==> src/rtl/punc_arb_pkg.sv <==
// punc_mem_arbiter shared types: FSM state, read owner, starvation default.
package punc_arb_pkg;

    typedef enum logic {
        IDLE  = 1'b0,
        BURST = 1'b1
    } state_t;

    typedef enum logic {
        OWN_CPU = 1'b0,
        OWN_LDR = 1'b1
    } owner_t;

    localparam int STARVE_LIMIT_DEF = 8;

endpackage

==> src/rtl/punc_arb_burst_gen.sv <==
// Loader burst address generator: latches base/len, counts beats,
// produces the wrapped beat address and the last-beat flag.
module punc_arb_burst_gen
    import punc_arb_pkg::*;
#(
    parameter int ADDR_W = 16,
    parameter int LEN_W  = 4
) (
    input  logic              clk,
    input  logic              rst,
    input  logic              start,
    input  logic              step,
    input  logic [ADDR_W-1:0] ldr_addr,
    input  logic [LEN_W-1:0]  ldr_len,
    output logic [ADDR_W-1:0] addr,
    output logic              last
);

    logic [ADDR_W-1:0] base;
    logic [LEN_W-1:0]  len;
    logic [LEN_W-1:0]  beat_cnt;

    always_ff @(posedge clk or negedge rst) begin
        if (!rst) begin
            base     <= '0;
            len      <= '0;
            beat_cnt <= '0;
        end else if (start) begin
            base     <= ldr_addr;
            len      <= ldr_len;
            beat_cnt <= (ldr_len != '0) ? LEN_W'(1) : '0;
        end else if (step) begin
            beat_cnt <= last ? '0 : beat_cnt + LEN_W'(1);
        end
    end

    // Plain modular add: bursts crossing the top of memory wrap to 0.
    assign addr = base + ADDR_W'(beat_cnt);
    assign last = (beat_cnt == len);

endmodule

==> src/rtl/punc_mem_arbiter.sv <==
// PUnC data-memory arbiter: core single beats vs. loader bursts.
// Define PUNC_ARB_AGE_EN to let a starved loader beat the core.
module punc_mem_arbiter
    import punc_arb_pkg::*;
#(
    parameter int ADDR_W       = 16,
    parameter int DATA_W       = 16,
    parameter int LEN_W        = 4,
    parameter int STARVE_LIMIT = STARVE_LIMIT_DEF
) (
    input  logic              clk,
    input  logic              rst,
    input  logic              cpu_req,
    input  logic              cpu_we,
    input  logic [ADDR_W-1:0] cpu_addr,
    input  logic [DATA_W-1:0] cpu_wdata,
    output logic              cpu_gnt,
    output logic              cpu_rvalid,
    output logic [DATA_W-1:0] cpu_rdata,
    input  logic              ldr_req,
    input  logic              ldr_we,
    input  logic [ADDR_W-1:0] ldr_addr,
    input  logic [LEN_W-1:0]  ldr_len,
    input  logic [DATA_W-1:0] ldr_wdata,
    output logic              ldr_gnt,
    output logic              ldr_rvalid,
    output logic [DATA_W-1:0] ldr_rdata,
    output logic              mem_en,
    output logic              mem_we,
    output logic [ADDR_W-1:0] mem_addr,
    output logic [DATA_W-1:0] mem_wdata,
    input  logic [DATA_W-1:0] mem_rdata,
    output logic              busy
);

    state_t            state, state_nxt;
    logic              dir;
    owner_t            rd_owner;
    logic              rd_pend;
    logic [ADDR_W-1:0] addr_q;
    logic [DATA_W-1:0] wdata_q;

    logic              start, step, last, starved, gnt_any, we_sel;
    logic [ADDR_W-1:0] burst_addr, addr_sel;
    logic [DATA_W-1:0] wdata_sel;

    punc_arb_burst_gen #(
        .ADDR_W (ADDR_W),
        .LEN_W  (LEN_W)
    ) u_burst_gen (
        .clk      (clk),
        .rst      (rst),
        .start    (start),
        .step     (step),
        .ldr_addr (ldr_addr),
        .ldr_len  (ldr_len),
        .addr     (burst_addr),
        .last     (last)
    );

`ifdef PUNC_ARB_AGE_EN
    localparam int WAIT_W = $clog2(STARVE_LIMIT + 1);
    logic [WAIT_W-1:0] wait_cnt;

    assign starved = (wait_cnt == WAIT_W'(STARVE_LIMIT));

    always_ff @(posedge clk or negedge rst) begin
        if (!rst)
            wait_cnt <= '0;
        else if (ldr_gnt)
            wait_cnt <= '0;
        else if (state == IDLE && ldr_req && !starved)
            wait_cnt <= wait_cnt + WAIT_W'(1);
    end
`else
    assign starved = 1'b0;
`endif

    // Grants are gated by reset so an abort drops the strobe at once.
    always_comb begin
        state_nxt = state;
        cpu_gnt   = 1'b0;
        ldr_gnt   = 1'b0;
        start     = 1'b0;
        step      = 1'b0;
        we_sel    = 1'b0;
        addr_sel  = addr_q;
        wdata_sel = wdata_q;
        if (rst) begin
            unique case (state)
                IDLE: begin
                    if (cpu_req && !(starved && ldr_req)) begin
                        cpu_gnt   = 1'b1;
                        we_sel    = cpu_we;
                        addr_sel  = cpu_addr;
                        wdata_sel = cpu_wdata;
                    end else if (ldr_req) begin
                        ldr_gnt   = 1'b1;
                        start     = 1'b1;
                        we_sel    = ldr_we;
                        addr_sel  = ldr_addr;
                        wdata_sel = ldr_wdata;
                        if (ldr_len != '0)
                            state_nxt = BURST;
                    end
                end
                BURST: begin
                    ldr_gnt   = 1'b1;
                    step      = 1'b1;
                    we_sel    = dir;
                    addr_sel  = burst_addr;
                    wdata_sel = ldr_wdata;
                    if (last)
                        state_nxt = IDLE;
                end
                default: ;
            endcase
        end
    end

    assign gnt_any   = cpu_gnt | ldr_gnt;
    assign mem_en    = gnt_any;
    assign mem_we    = gnt_any & we_sel;
    assign mem_addr  = addr_sel;
    assign mem_wdata = wdata_sel;

    always_ff @(posedge clk or negedge rst) begin
        if (!rst) begin
            state    <= IDLE;
            dir      <= 1'b0;
            rd_owner <= OWN_CPU;
            rd_pend  <= 1'b0;
            addr_q   <= '0;
            wdata_q  <= '0;
        end else begin
            state   <= state_nxt;
            rd_pend <= gnt_any & ~we_sel;
            if (start)
                dir <= ldr_we;
            if (gnt_any) begin
                rd_owner <= ldr_gnt ? OWN_LDR : OWN_CPU;
                addr_q   <= addr_sel;
                wdata_q  <= wdata_sel;
            end
        end
    end

    assign cpu_rvalid = rd_pend && (rd_owner == OWN_CPU);
    assign ldr_rvalid = rd_pend && (rd_owner == OWN_LDR);
    assign cpu_rdata  = mem_rdata;
    assign ldr_rdata  = mem_rdata;
    assign busy       = (state == BURST);

endmodule

==> config.mk <==
export PLATFORM = sky130hd
export DESIGN_NAME = punc_mem_arbiter
export DESIGN_NICKNAME = d
export VERILOG_FILES = /design/src/rtl/punc_arb_pkg.sv /design/src/rtl/punc_arb_burst_gen.sv /design/src/rtl/punc_mem_arbiter.sv
export SDC_FILE = /design/constraint.sdc
export NUM_CORES = 1
export LEC_CHECK = 0
export ABC_AREA = 1
export CAP_MARGIN = 5
export CORE_UTILIZATION = 25
export DETAILED_ROUTE_END_ITERATION = 12
export PLACE_DENSITY_LB_ADDON = 0.1
export RECOVER_POWER = 50
export SYNTH_ARGS = -nofsm -noshare
export SYNTH_HDL_FRONTEND = slang
export SYNTH_SLANG_ARGS = --single-unit
==> constraint.sdc <==
create_clock -name clk -period 2.3 [get_ports clk]
set_input_delay 0.46 -clock clk [delete_from_list [all_inputs] [get_ports clk]]
set_output_delay 0.46 -clock clk [all_outputs]
set_load 0.01 [all_outputs]
==> impl_results.md, run 1 <==
- Worst setup startpoint: u_burst_gen.beat_cnt[0]
- Unrepaired setup endpoints after global routing: true
- Switching fraction of total power: 0.3784
- Routed WL per cell: 14.74 µm
- Placement Cell Area: 5756 µm²
- Fin area: 6599 µm²
- Seq/Total Area, Yosys: 0.4044
- Compound-Gate Fraction of Synth Area: 0.1045
- Synth Area in Adders: 0.02224
- Pint: 4.453 mW
- Minimum clock period: 2539 ps
- Main combinational cell family by area after synthesis: simple AND/OR/NAND/NOR gates
- Synth area leader: dfrtp_1
- Final period utilization: 1.104
- Ant diodes: 0
- Root buffer cell: clkbuf_16
- Relative slew margins: 0.2006
- Least-Margin Pin Slew: 1199 ps
- CORE AREA: 14530 µm²
- Element type at the critical path end: output port
- Final ANT Viol Nets: 0
- Final setup viols: 14
- Post-Synth XOR/XNOR Area: 0.01887
- CP max stage delay: 390 ps
- Setup_tns: -2058 ps
- TritonCTS Buffers: 9
- Yosys warning count: 0
- Post-DP HPWL: 9900 µm
- Clock Pin Slew Worst Setup and Hold Paths: 50 ps
- Post-layout net count: 829
- Worst skew pair latency: 340 ps
- I/O Buffers: 112
- Post-synth cell types: 35
- Hold Path Class: primary input to asynchronous set/reset pin
- NetSw: 2.711 mW
- Cell area power density: 1086 nW/µm²
- Number of max-cap violations: 0
- Vias post-DR: 4190
- Worst IR drop on VDD: 0.4374 mV
- Leading cell type in the layout, fill and taps excluded: buf_4
- Top cell type's share of synthesized area: 0.4044
- CTS H-Tree Depth: 3
- Final Hold Fails: 0
- Simple-gate share of the synthesized area: 0.3266
- Die height: 123.9 µm
- CP max stage cell: dfrtp_1
- Synthesized cell area: 3712 µm²
- Post-Place Worst Slack: -678.3 ps
- Vias in the first global route: 4234
- Util after Layout: 0.4540
- Synth Register Bits: 60
- First-pass GRT wire length: 20600 µm
- GRT overflow: 0
- Failing checks: setup timing
- DIE AREA: 15340 µm²
- Ys async rst share: 1.000
- Syn Nets: 591
- Combinational Power Share: 0.541
- DR vias/cell: 4.544
- Multiplexer area fraction after synthesis: 0
- Drt initial violations: 151
- Drt first pass iters: 4
- Avg Inst Size Synth: 7.500 µm²
- Leak: 3.106 nW
- Slew Limit Fails: 0
- RR Startpoint: u_burst_gen.beat_cnt[0]
- Longest Clk Path Bufs: 2
- Layout Skew: 7.607 ps
- Starting Density: 0.2554
- Post-synth EDFFs: 0
- Post-route setup slack: -238.6 ps
- IO Pins: 161
- Crit path cell chain: ha_2, fa_2, buf_4, xor2_2, o211ai_1, nand2_1, buf_2
- Sequential power share: 0.254
- Share of cells above drive strength 1: 0.4065
- Clock power share: 0.205
- P&R area growth vs syn: 77.76%
- CP Class: register to output port
- Area contributors post-synth: dfrtp_1 40%, nand2_1 12%, nor3_1 8.8%
- Mapped Cells: 495
- Routability cong.: 0.8128
- # placed instances: 873
- Fmax: 0.3939 GHz
- Sink Count: 60
- Die width: 123.9 µm
- Startpoint type of the worst setup path: register
- Rows: 44
- Total GRT Usage: 0.1778
- Residual DRC: 0
- Crit path max fanout: 2
- Post-Layout Cell Count: 922
- Final wirelength: 13590 µm
- Outcome: complete, but fails checks
- CTS tree: built
- Most frequent cells in the layout: 151 x buf_4, 102 x nand2_1, 73 x clkdlybuf4s50_1
- WP data required: 1840 ps
- Most used flip-flop cell after synthesis: dfrtp_1
- Largest net degree at the start of global routing: 34
- Initial antenna violation count: 0
- Worst EP arrival: 2080 ps
## power by group through the flow
stage | Combinational, mW | Clock [mW] | Sequential (mW)
after floorplan | 1.60 | 0 | 1.78
final | 3.88 | 1.47 | 1.82
after detailed placement | 3.34 | 0 | 1.82
after global placement | 3.31 | 0 | 1.80
after global routing | 4.24 | 1.55 | 1.88
after CTS | 3.59 | 1.50 | 1.82
## metrics by stage
stage | power [mW] | hold slack, ps
floorplan | 3.378 | 164.4
global placement | 5.115 | 462.8
detailed placement | 5.161 | 462.2
CTS | 6.908 | 176.0
global route | 7.666 | 333.1
finish | 7.164 | 302.0
## flip-flops by register name, summed over array words and instances (netlist names)
register and flops:
u_burst_gen.beat_cnt 4, u_burst_gen.base 16, rd_pend 1, dir 1, busy 1, addr_q 16, rd_owner 1, u_burst_gen.len 4
wdata_q 16
## routing by layer
metal  vias up  GRT usage  wire, µm
met3        25    0.02839       691
met4         0    0.07455       362
met5         -          0         0
met2       128     0.3000      6277
li1       2107          -         -
met1      1930     0.2242      6256
## cell type report
type                    count  area [µm²]
clock buffers              11       242.7
clock inverters             5       75.07
fillers                  1515        7935
inverters                  37       143.9
multi-input cells         350        2145
flip-flops and latches     60        1503
well taps                 184       230.2
repair buffers            275        2260
## kinds of logic after synthesis
| kind of cell | Yosys count |
|---|---|
| compound gates | 68 |
| xor+xnor | 8 |
| fa+ha+maj | 6 |
| buf+inv | 85 |
| flops | 60 |
| simple gates | 268 |
## cell usage after synthesis (2+ instances only)
cell type  number
buf_4          34
nor2_1         37
a31oi_1         2
nand2_1       117
xor2_1          4
nor3_2          2
ha_1            5
clkbuf_1        7
a32oi_1         2
dfrtp_1        60
nor2_4          3
xnor2_1         4
o211ai_1        6
o21ai_0        25
nand4_1         8
buf_2           7
nor3_1         65
nand3_1        29
a21oi_1        23
inv_1          30
inv_2           6
o22ai_1         6
## path summary, 6_finish.rpt
path	cells past startpoint	slack (ps)	end
setup / recovery	7	-240	mem_addr[2]
hold / removal	3	300	u_burst_gen.base[4]
setup reg to reg	12	80	addr_q[2]
hold reg to reg	2	480	dir
max in group asynchronous	4	620	busy
min in group clk	2	480	dir
## critical path, delay by kind of cell (launching register included)
kind / cells / cell delay (ps)
xor+xnor: 1 / 140
flops: 1 / 390
simple gates: 1 / 110
compound gates: 1 / 250
fa+ha+maj: 2 / 540
buf+inv: 2 / 310
## repair_timing
item                       in CTS  in global routing
cloned                          0                  0
setup endpoints to repair      36                 29
setup buffers                  18                 15
pin swaps                      29                 27
hold buffers                    0                  0
resized for setup             200                 41
Note: power is estimated with default switching activity, not from simulation.
==> run 2: changes to the inputs <==
--- a/config.mk
+++ b/config.mk
@@ -9,6 +9,7 @@
 export CAP_MARGIN = 5
 export CORE_UTILIZATION = 25
 export DETAILED_ROUTE_END_ITERATION = 12
+export GPL_TIMING_DRIVEN = 0
 export PLACE_DENSITY_LB_ADDON = 0.1
 export RECOVER_POWER = 50
 export SYNTH_ARGS = -nofsm -noshare
==> impl_results.md, run 2 (same netlist as run 1, synthesis figures left out) <==
- Clock Pin Slew Worst Setup and Hold Paths: 50 ps (about the same)
- IO Pins: 161 (unchanged)
- CP Buf/Inv Count: 1 (-1)
- Leak: 2.837 nW (-8.7%)
- Final period utilization: 1.129 (+0.02532)
- Unrepaired setup endpoints after global routing: true
- Largest net degree at the start of global routing: 33 (-2.9%)
- Vias post-DR: 4163 (-0.64%)
- Initial antenna violation count: 0 (unchanged)
- Critical R2R Capture: addr_q[2]
- Met2 GRT Util: 0.3111 (+0.01111)
- P&R area growth vs syn: 71.72%
- Vias in the first global route: 3985 (-5.9%)
- Element type at the critical path end: output port
- Die width: 123.9 µm (unchanged)
- Residual DRC: 0 (unchanged)
- Relative slew margins: -0.2845 (-0.4851)
- Minimum clock period: 2597 ps (+58.23 ps)
- Worst skew pair latency: 330 ps (about the same)
- Final Hold Fails: 0 (unchanged)
- Biggest regs: addr_q: 16 flops, u_burst_gen.base: 16 flops, wdata_q: 16 flops
- Fmax: 0.3851 GHz (-2.2%)
- Most frequent cells in the layout: 105 x clkdlybuf4s50_1, 103 x nand2_1, 75 x buf_4
- Layout Skew: 12.78 ps (+5.171 ps)
- Worst IR drop on VDD: 0.4651 mV (+6.3%)
- Slew Limit Fails: 33 (+33)
- Post-layout net count: 798 (-3.7%)
- Number of max-cap violations: 1 (+1)
- FF-to-FF path depth: 12 (unchanged)
- Drt initial violations: 165 (+9.3%)
- CP max stage delay: 430 ps (+40 ps)
- I/O Buffers: 144 (+29%)
- CP Class: register to output port
- RR Startpoint: u_burst_gen.beat_cnt[0]
- WP data required: 1840 ps (about the same)
- First-pass GRT wire length: 20810 µm (+1.0%)
- Final ANT Viol Nets: 0 (unchanged)
- Final setup viols: 27 (+13)
- Rows: 44 (unchanged)
- Starting Density: 0.2554 (unchanged)
- Top delay family on crit path: adder cells
- M3 GR Usage: 0.04167 (+0.01328)
- Outcome: complete, but fails checks
- Routed WL per cell: 15.70 µm (+6.5%)
- Fin Hold WS: 295.8 ps (-6.116 ps)
- Sink Count: 60 (unchanged)
- Post-route setup slack: -296.8 ps (-58.23 ps)
- Fin area: 6375 µm² (-3.4%)
- Failing checks: capacitance limit, slew limit, setup timing
- Cell area power density: 1047 nW/µm² (-3.5%)
- Reg2Reg Setup Slack: 60 ps (-20 ps)
- Final wirelength: 13990 µm (+3.0%)
- Leading cell type in the layout, fill and taps excluded: clkdlybuf4s50_1
- Least-Margin Pin Slew: 1927 ps (+727.7 ps)
- TritonCTS Buffers: 9 (unchanged)
- GRT overflow: 0 (unchanged)
- DIE AREA: 15340 µm² (unchanged)
- # placed instances: 823 (-5.7%)
- Post-DP HPWL: 9448 µm (-4.6%)
- Longest Clk Path Bufs: 2 (unchanged)
- CORE AREA: 14530 µm² (unchanged)
- Share of cells above drive strength 1: 0.3225 (-0.08401)
- Routability cong.: 0.8145 (+0.21%)
- Total GRT Usage: 0.1825 (+0.004752)
- Ant diodes: 0 (unchanged)
- Global Route met1 Usage: 0.2252 (+0.0009867)
- Drt first pass iters: 4 (unchanged)
- CTS tree: built
- Crit path max fanout: 5 (+3)
- CTS H-Tree Depth: 3 (unchanged)
- Root buffer cell: clkbuf_16
- Worst EP arrival: 2140 ps (+60 ps)
- Die height: 123.9 µm (unchanged)
- Startpoint type of the worst setup path: register
- Placement Cell Area: 5381 µm² (-6.5%)
- Post-Layout Cell Count: 891 (-3.4%)
- Crit path cell chain: ha_4, fa_2, nand3_4, nand2_8, nand2_4, xor2_1, nand2_1, a21oi_2, buf_2
- DR vias/cell: 4.672 (+2.8%)
- GRT Max-Usage Layer: met2
- CP max stage cell: dfrtp_2
- Hold Path Class: primary input to asynchronous set/reset pin
-- run 2: cell types whose count changed in the layout (fill, tap and decap cells not counted), moves of 5 or more --
cell,change
buf_4,-76
clkbuf_1,+6
clkbuf_2,+6
clkdlybuf4s50_1,+32
dfrtp_1,-6
dfrtp_2,+6
nand2_4,-5
nand3_2,-5
nor2_1,-6
nor3_1,+13
nor3_2,-11
-- run 2: per-layer routing --
metal	vias to the layer above	routed length, µm
met5	-	0
met4	0	207
met3	14	874
met2	136	6883
met1	1960	6024
li1	2053	-
-- run 2: layout make-up --
class                           instances  area [µm²]
Buffer                                 48       372.9
Clock buffer                           14       254.0
Clock inverter                          2       10.01
Fill cell                            1473        8159
Inverter                               37       157.7
Multi-Input combinational cell        351        2122
Sequential cell                        60        1510
Tap cell                              184       230.2
Timing Repair Buffer                  195        1718
-- run 2: per-stage QoR --
step | setup WS (ps) | power, mW | util | TNS, ps
after floorplan | 44.62 | 3.378 | - | 0
after global placement | -4089 | 4.607 | 0.3704 | -398820
after detailed placement | -1452 | 4.640 | 0.3703 | -57640
after CTS | -321.6 | 6.346 | 0.4219 | -2822
after global routing | -412.6 | 7.154 | 0.4386 | -9125
final | -296.8 | 6.676 | 0.4386 | -4833
-- run 2: worst max-delay path by stage --
stage	startpoint	to	slack [ps]	cells past startpoint
final	u_burst_gen.beat_cnt[0]	mem_addr[6]	-300	9
after global placement	rst	mem_addr[3]	-4090	7
after floorplan	u_burst_gen.beat_cnt[0]	mem_addr[6]	40	8
after detailed placement	rst	mem_addr[3]	-1450	7
after CTS	u_burst_gen.beat_cnt[0]	mem_addr[12]	-320	8
after global routing	u_burst_gen.base[0]	mem_addr[6]	-410	9
-- run 2: power breakdown --
group | switching (mW) | internal (mW)
clock network | 0.483 | 0.756
logic | 1.85 | 1.70
registers | 0.348 | 1.54
total | 2.68 | 3.99
-- run 2: what timing repair did --
item	4_1_cts	5_1_grt
hold endpoints to repair	12	0
hold buffers	1	0
gates cloned	3	1
gates resized for setup	209	61
pin swaps	26	19
setup buffers	30	17
setup endpoints to repair	53	34
==> RTL change 1: new RTL, config.mk and constraints of run 1 <==
`LEN_W` is set to 4 in 2 places; all go to 8.
--- a/src/rtl/punc_arb_burst_gen.sv
+++ b/src/rtl/punc_arb_burst_gen.sv
@@ -5,5 +5,5 @@
 #(
     parameter int ADDR_W = 16,
-    parameter int LEN_W  = 4
+    parameter int LEN_W  = 8
 ) (
     input  logic              clk,
--- a/src/rtl/punc_mem_arbiter.sv
+++ b/src/rtl/punc_mem_arbiter.sv
@@ -6,5 +6,5 @@
     parameter int ADDR_W       = 16,
     parameter int DATA_W       = 16,
-    parameter int LEN_W        = 4,
+    parameter int LEN_W        = 8,
     parameter int STARVE_LIMIT = STARVE_LIMIT_DEF
 ) (
Ports: changed (resized ldr_len); port bits go from 161 to 165. No check against the original RTL was run, so the function may have changed too.
==> RTL change 1 against run 1 <==
- routed wire length is 21% higher
- clock power increased by 3%
- area after synthesis increased by 23%
- cell area rose by 19%
- final cell count increased by 19%
- sequential cell count grew 8
- utilization fell by 1.7 points
- synthesized cell count increased by 24%
- power rose by 38%
- worst setup slack worse by 200 ps
- hold slack better by 160 ps
- the flow still finishes with violations (negative setup slack)
- global-route usage grew 0.31 points
- register-to-register slack got worse by 500 ps
==> RTL change 1: results (changes against run 1) <==
status: "finished, violations left"
violations: "negative setup slack"
synthCells: 612  # +24%
place_ws_ps: -670  # +8.40 ps
hold_depth: 2
hold-worst-slack_ps: 467  # +165 ps
dp_hpwl_mm: 12.1  # +22%
grt_pass1_vias: 5035  # +19%
final_nets: 963  # +16%
drt_iter0_markers: 171  # +13%
cp.arrival_ps: 2280  # +200 ps
synth_cell_types: 37  # +5.7%
instances_no_fill: 1093  # +19%
yosysSeqAreaShare_pct: 37.3  # -3.2 points
viasPerCell: 4.52  # -0.63%
hold_class: "flop to flop"
insertion_delay_ps: 340  # about the same
r2r_slack_ps: -420  # -500 ps
top_regs: "addr_q: 16 flops, u_burst_gen.base: 16 flops, wdata_q: 16 flops"
cts_root_buf: "clkbuf_16"
relSlewSlack_pct: 48.6  # +29 points
placed_area_um2: 6740  # +17%
htreeDepth: 3  # unchanged
setup_viol: 19  # +5
setup_ws_ps: -435  # -197 ps
min_to: "addr_q[1]$_DFFE_PN0P_"
clock_skew_ps: 6.87  # -0.736 ps
yosys-top-cells-count: "136 x nand2_1, 68 x dfrtp_1, 68 x nor3_1"
gp_congestion: 0.817  # +0.47%
numCtsBuffers: 9  # unchanged
path_max_fanout: 3  # +1
reg2reg_depth: 14  # +2
drive_gt1_share_pct: 39.1  # -1.5 points
r2r-end: "addr_q[2]$_DFFE_PN0P_"
power_leakage_nw: 3.72  # +20%
grt_max_degree: 27  # -21%
dpl.cell_count: 1037  # +19%
r2r-start: "u_burst_gen.base[0]$_DFFE_PN0P_"
grt_pass1_wl_mm: 25.7  # +25%
portBuffers: 116  # +3.6%
firstDrtPassIters: 4  # unchanged
netlist_top_cells_area: "dfrtp_1 37%, nand2_1 11%, nor3_1 7.5%, buf_4 5.6%, o21ai_0 4.9%"
antenna_found_initial: 0  # unchanged
clock_path_buffers: 2  # unchanged
wl_per_cell_um: 15.0  # +1.7%
max-vdd-ir-drop_mv: 0.619  # +41%
worstHoldStart: "addr_q[1]$_DFFE_PN0P_"
fin_setup_tns_ps: -5130  # -3070 ps
grt.total_usage_pct: 18.1  # +0.31 points
syn_nets: 716  # +21%
fillCellCount: 1799  # +19%
antenna_cells: 0  # unchanged
==> RTL change 1: changes by cell type in the layout (fill, tap and decap cells not counted), moves of 5 or more <==
cell / delta
inv_1: +27
o21ai_0: +18
nand4_1: -5
a21oi_2: +7
nor2_4: +13
buf_4: -11
nand2_1: +14
inv_2: -5
nor2_1: +8
ha_4: +5
nor3_2: -5
nor3_1: +9
buf_6: +9
dfrtp_1: +9
==> RTL change 1: how the worst max path moves through the flow <==
stage | start | to | slack [ps] | depth (start not counted)
floorplan | u_burst_gen.beat_cnt[0]$_DFFE_PN0P_ | mem_addr[8] | 7 | 8
global placement | cpu_req | mem_wdata[13] | -640 | 12
detailed placement | cpu_req | mem_wdata[13] | -670 | 12
CTS | u_burst_gen.base[0]$_DFFE_PN0P_ | mem_addr[6] | -430 | 9
global route | u_burst_gen.base[0]$_DFFE_PN0P_ | mem_addr[6] | -510 | 9
finish | u_burst_gen.base[0]$_DFFE_PN0P_ | mem_addr[6] | -440 | 9
==> RTL change 1: power by group <==
part | switching, mW | total, mW | internal, mW | leakage, nW
Combinational | 2.98 | 6.22 | 3.23 | 2.75
Clock | 0.568 | 1.51 | 0.945 | 0.155
Sequential | 0.412 | 2.16 | 1.75 | 0.811
==> RTL change 1: final cells by class <==
| class | instances | area [um^2] | area share, % |
|---|---|---|---|
| Clock buffer | 9 | 225 | 2.88 |
| Clock inverter | 7 | 91.3 | 1.17 |
| Inverter | 64 | 283 | 3.61 |
| Multi-Input combinational cell | 427 | 2800 | 35.7 |
| Sequential cell | 68 | 1700 | 21.7 |
| Tap cell | 229 | 287 | 3.66 |
| Timing Repair Buffer | 287 | 2430 | 31.0 |
| Timing Repair inverter | 2 | 20.0 | 0.256 |
==> RTL change 1: worst max-delay path: stages, from the launching register on <==
cell and delay, ps:
dfrtp_1 380, ha_2 210, fa_2 420, buf_6 140, nand2_4 60, nand3_4 90, xor2_1 190, nand2_1 100
a31oi_1 140, buf_2 180
==> RTL change 1: what timing repair did <==
action	in CTS	in global routing
resized for setup	252	38
cloned	2	1
hold buffers	0	0
setup buffers	30	7
pin swaps	37	40
setup endpoints to repair	36	31
==> RTL change 1: per-layer routing <==
layer / track usage [%] / vias to the layer above / wire length (um)
li1: - / 2480 / -
met1: 22.4 / 2341 / 7230
met2: 31.6 / 101 / 8250
met3: 3.48 / 14 / 722
met4: 5.25 / 0 / 188
met5: 0 / - / 0
==> RTL change 1: cells by family (layout without fill, tap and decap cells) <==
kind of cell    Yosys count  after routing  share of synthesized area (%)
buf+inv                 117            369                           13.9
fa+ha+maj                10             10                           2.91
flops                    68             68                           37.3
compound gates           88             88                           10.5
xor+xnor                 14             14                           2.69
simple gates            315            315                           32.8
==> RTL change 2: new RTL, flow settings as in run 1 <==
Made on the original files. Build with the macro `PUNC_ARB_AGE_EN` defined.
--- a/src/rtl/punc_mem_arbiter.sv
+++ b/src/rtl/punc_mem_arbiter.sv
@@ -1,4 +1,6 @@
 // PUnC data-memory arbiter: core single beats vs. loader bursts.
 // Define PUNC_ARB_AGE_EN to let a starved loader beat the core.
+`define PUNC_ARB_AGE_EN
+
 module punc_mem_arbiter
     import punc_arb_pkg::*;
Check against the original RTL: not equivalent (a bounded check fails within 10 cycles, from zero or initial values and one cycle with rst low).
==> RTL change 2 against run 1 <==
- routed wire length rose by 9.7%
- worst setup slack worse by 78 ps
- cell area is 8.1% higher
- the run still ends with negative setup slack left
- critical endpoint is now mem_addr[14]
- area after synthesis grew 16%
- sequential cell count rose by 4
- power grew 5.5%
- critical path type unchanged
- critical path depth up 5
- register-to-register slack better by 30 ps
- highest routed layer unchanged
==> RTL change 2: results (changes against run 1) <==
yosys-top-cells-count: "199 x nand2_1, 64 x dfrtp_1, 49 x inv_1, 49 x o21ai_0, 46 x nor2_1"
viasPerCell: 4.52  # -0.56%
top_regs: "addr_q: 16 flops, u_burst_gen.base: 16 flops, wdata_q: 16 flops"
antenna_cells: 0  # unchanged
synthCells: 610  # +23%
final_nets: 907  # +9.4%
endpoint: "mem_addr[14]"
clock_skew_ps: 5.93  # -1.68 ps
fillCellCount: 1708  # +13%
setup_viol: 32  # +18
clk_pin_slew_ps: 60
met2_usage_pct: 28.0  # -2.0 points
grt_pass1_vias: 4803  # +13%
placed_area_um2: 6020  # +4.7%
wl_per_cell_um: 14.4  # -2.1%
power_leakage_nw: 3.40  # +9.4%
numCtsBuffers: 9  # unchanged
violations: "negative setup slack"
tightest_slew_ps: 878  # -321 ps
setup_ws_ps: -316  # -77.8 ps
reg2reg_depth: 15  # +3
cts_root_buf: "clkbuf_16"
gp_congestion: 0.807  # -0.78%
grt.total_usage_pct: 17.3  # -0.48 points
dp_hpwl_mm: 10.4  # +5.4%
netlist_top_cells_area: "dfrtp_1 37%, nand2_1 17%, buf_4 6.5%, o21ai_0 5.7%, nand3_1 5.2%"
hold_class: "input pin to async pin"
synth_cell_types: 36  # +2.9%
portBuffers: 112  # unchanged
grt_max_degree: 35  # +2.9%
p_sw_share_pct: 40.8  # +3.0 points
path_max_fanout: 4  # +2
htreeDepth: 3  # unchanged
status: "finished, violations left"
syn_nets: 708  # +20%
dpl.cell_count: 967  # +11%
drt_iter0_markers: 228  # +51%
cp.arrival_ps: 2160  # +80 ps
yosysSeqAreaShare_pct: 37.3  # -3.2 points
clock_path_buffers: 2  # unchanged
cp-startpoint: "u_burst_gen.beat_cnt[0]$_DFFE_PN0P_"
r2r_slack_ps: 110  # +30 ps
routed_wl_mm: 14.9  # +9.7%
r2r-start: "u_burst_gen.beat_cnt[2]$_DFFE_PN0P_"
max-vdd-ir-drop_mv: 0.436  # -0.24%
grt_pass1_wl_mm: 23.8  # +16%
drive_gt1_share_pct: 35.8  # -4.9 points
r2r-end: "addr_q[5]$_DFFE_PN0P_"
firstDrtPassIters: 4  # unchanged
grt_use_met1_pct: 22.1  # -0.28 points
grtUsageMet3_pct: 4.64  # +1.8 points
==> RTL change 2: cell types whose count changed after synthesis, sizes merged, moves of 4 or more <==
cell / run 1 / this run
nor3: 68 / 4
o22ai: 6 / 16
buf: 41 / 51
dfrtp: 60 / 64
inv: 37 / 54
nor2: 41 / 49
nand3: 29 / 47
o21ai: 25 / 59
nand2: 119 / 202
==> RTL change 2: area by class of cell <==
cell class | instances | area (um^2) | area share (%)
multi-input combinational | 437 | 2620 | 36.7
sequential | 64 | 1600 | 22.4
timing repair buffer | 243 | 2170 | 30.5
clock inverter | 5 | 25.0 | 0.351
inverter | 54 | 210 | 2.95
clock buffer | 10 | 229 | 3.21
tap | 220 | 275 | 3.86
==> RTL change 2: logic make-up after synthesis <==
group | count (synthesis) | synth area share (%)
AND/OR/NAND/NOR | 314 | 30.5
buffers and inverters | 109 | 13.3
AO/OA/AOI/OAI | 107 | 14.8
flip-flops | 64 | 37.3
XOR/XNOR | 8 | 1.63
adder cells (fa/ha/maj) | 8 | 2.50
==> RTL change 2: timing repair <==
item	in CTS	in global routing
resized for setup	241	57
buffers inserted	36	17
gates cloned	1	1
pin swaps	35	44
endpoints found under the setup margin	36	36
==> RTL change 2: metrics by stage <==
step           setup TNS (ps)  hold slack, ps  setup WS, ps  power, mW
2_1_floorplan               0             164          34.2       3.76
3_3_place_gp           -20030             464          -683       5.45
3_5_place_dp           -21180             471          -712       5.46
4_1_cts                 -5700             107          -364       7.22
5_1_grt                 -8800             353          -402       8.16
6_report                -5070             318          -316       7.56
==> RTL change 2: power groups by stage <==
stage	combinational, mW	sequential [mW]	clock [mW]
2_1_floorplan	1.85	1.91	0
3_3_place_gp	3.54	1.91	0
6_report	4.39	1.94	1.23
5_1_grt	4.85	2.00	1.31
4_1_cts	4.03	1.92	1.26
3_5_place_dp	3.55	1.91	0
==> RTL change 2: worst max-delay path, stage by stage (launching register included) <==
cell     delay (ps)
dfrtp_1         380
ha_2            200
fa_2            370
nand2_4         100
nand3_4          80
nand3_4          90
inv_2            50
nand2_1          50
nand2_1          60
nand2_2          80
nand2_2          60
a21oi_2         150
buf_2           150
==> RTL change 2: worst min-delay path by stage <==
stage,from,end,cells after the start
after detailed placement,rst,addr_q[7]$_DFFE_PN0P_,2
after floorplan,rst,addr_q[0]$_DFFE_PN0P_,0
final,rst,addr_q[9]$_DFFE_PN0P_,2
after CTS,rst,addr_q[7]$_DFFE_PN0P_,2
after global placement,dir$_DFFE_PN0P_,dir$_DFFE_PN0P_,2
after global routing,rst,addr_q[7]$_DFFE_PN0P_,2
==> RTL change 2: layer usage <==
layer,wire length [um],part of all wire [%],vias up
met1,6900,46,2178
met4,196,1.3,0
met5,0,0,-
met2,6950,47,114
li1,-,-,2356
met3,852,5.7,20
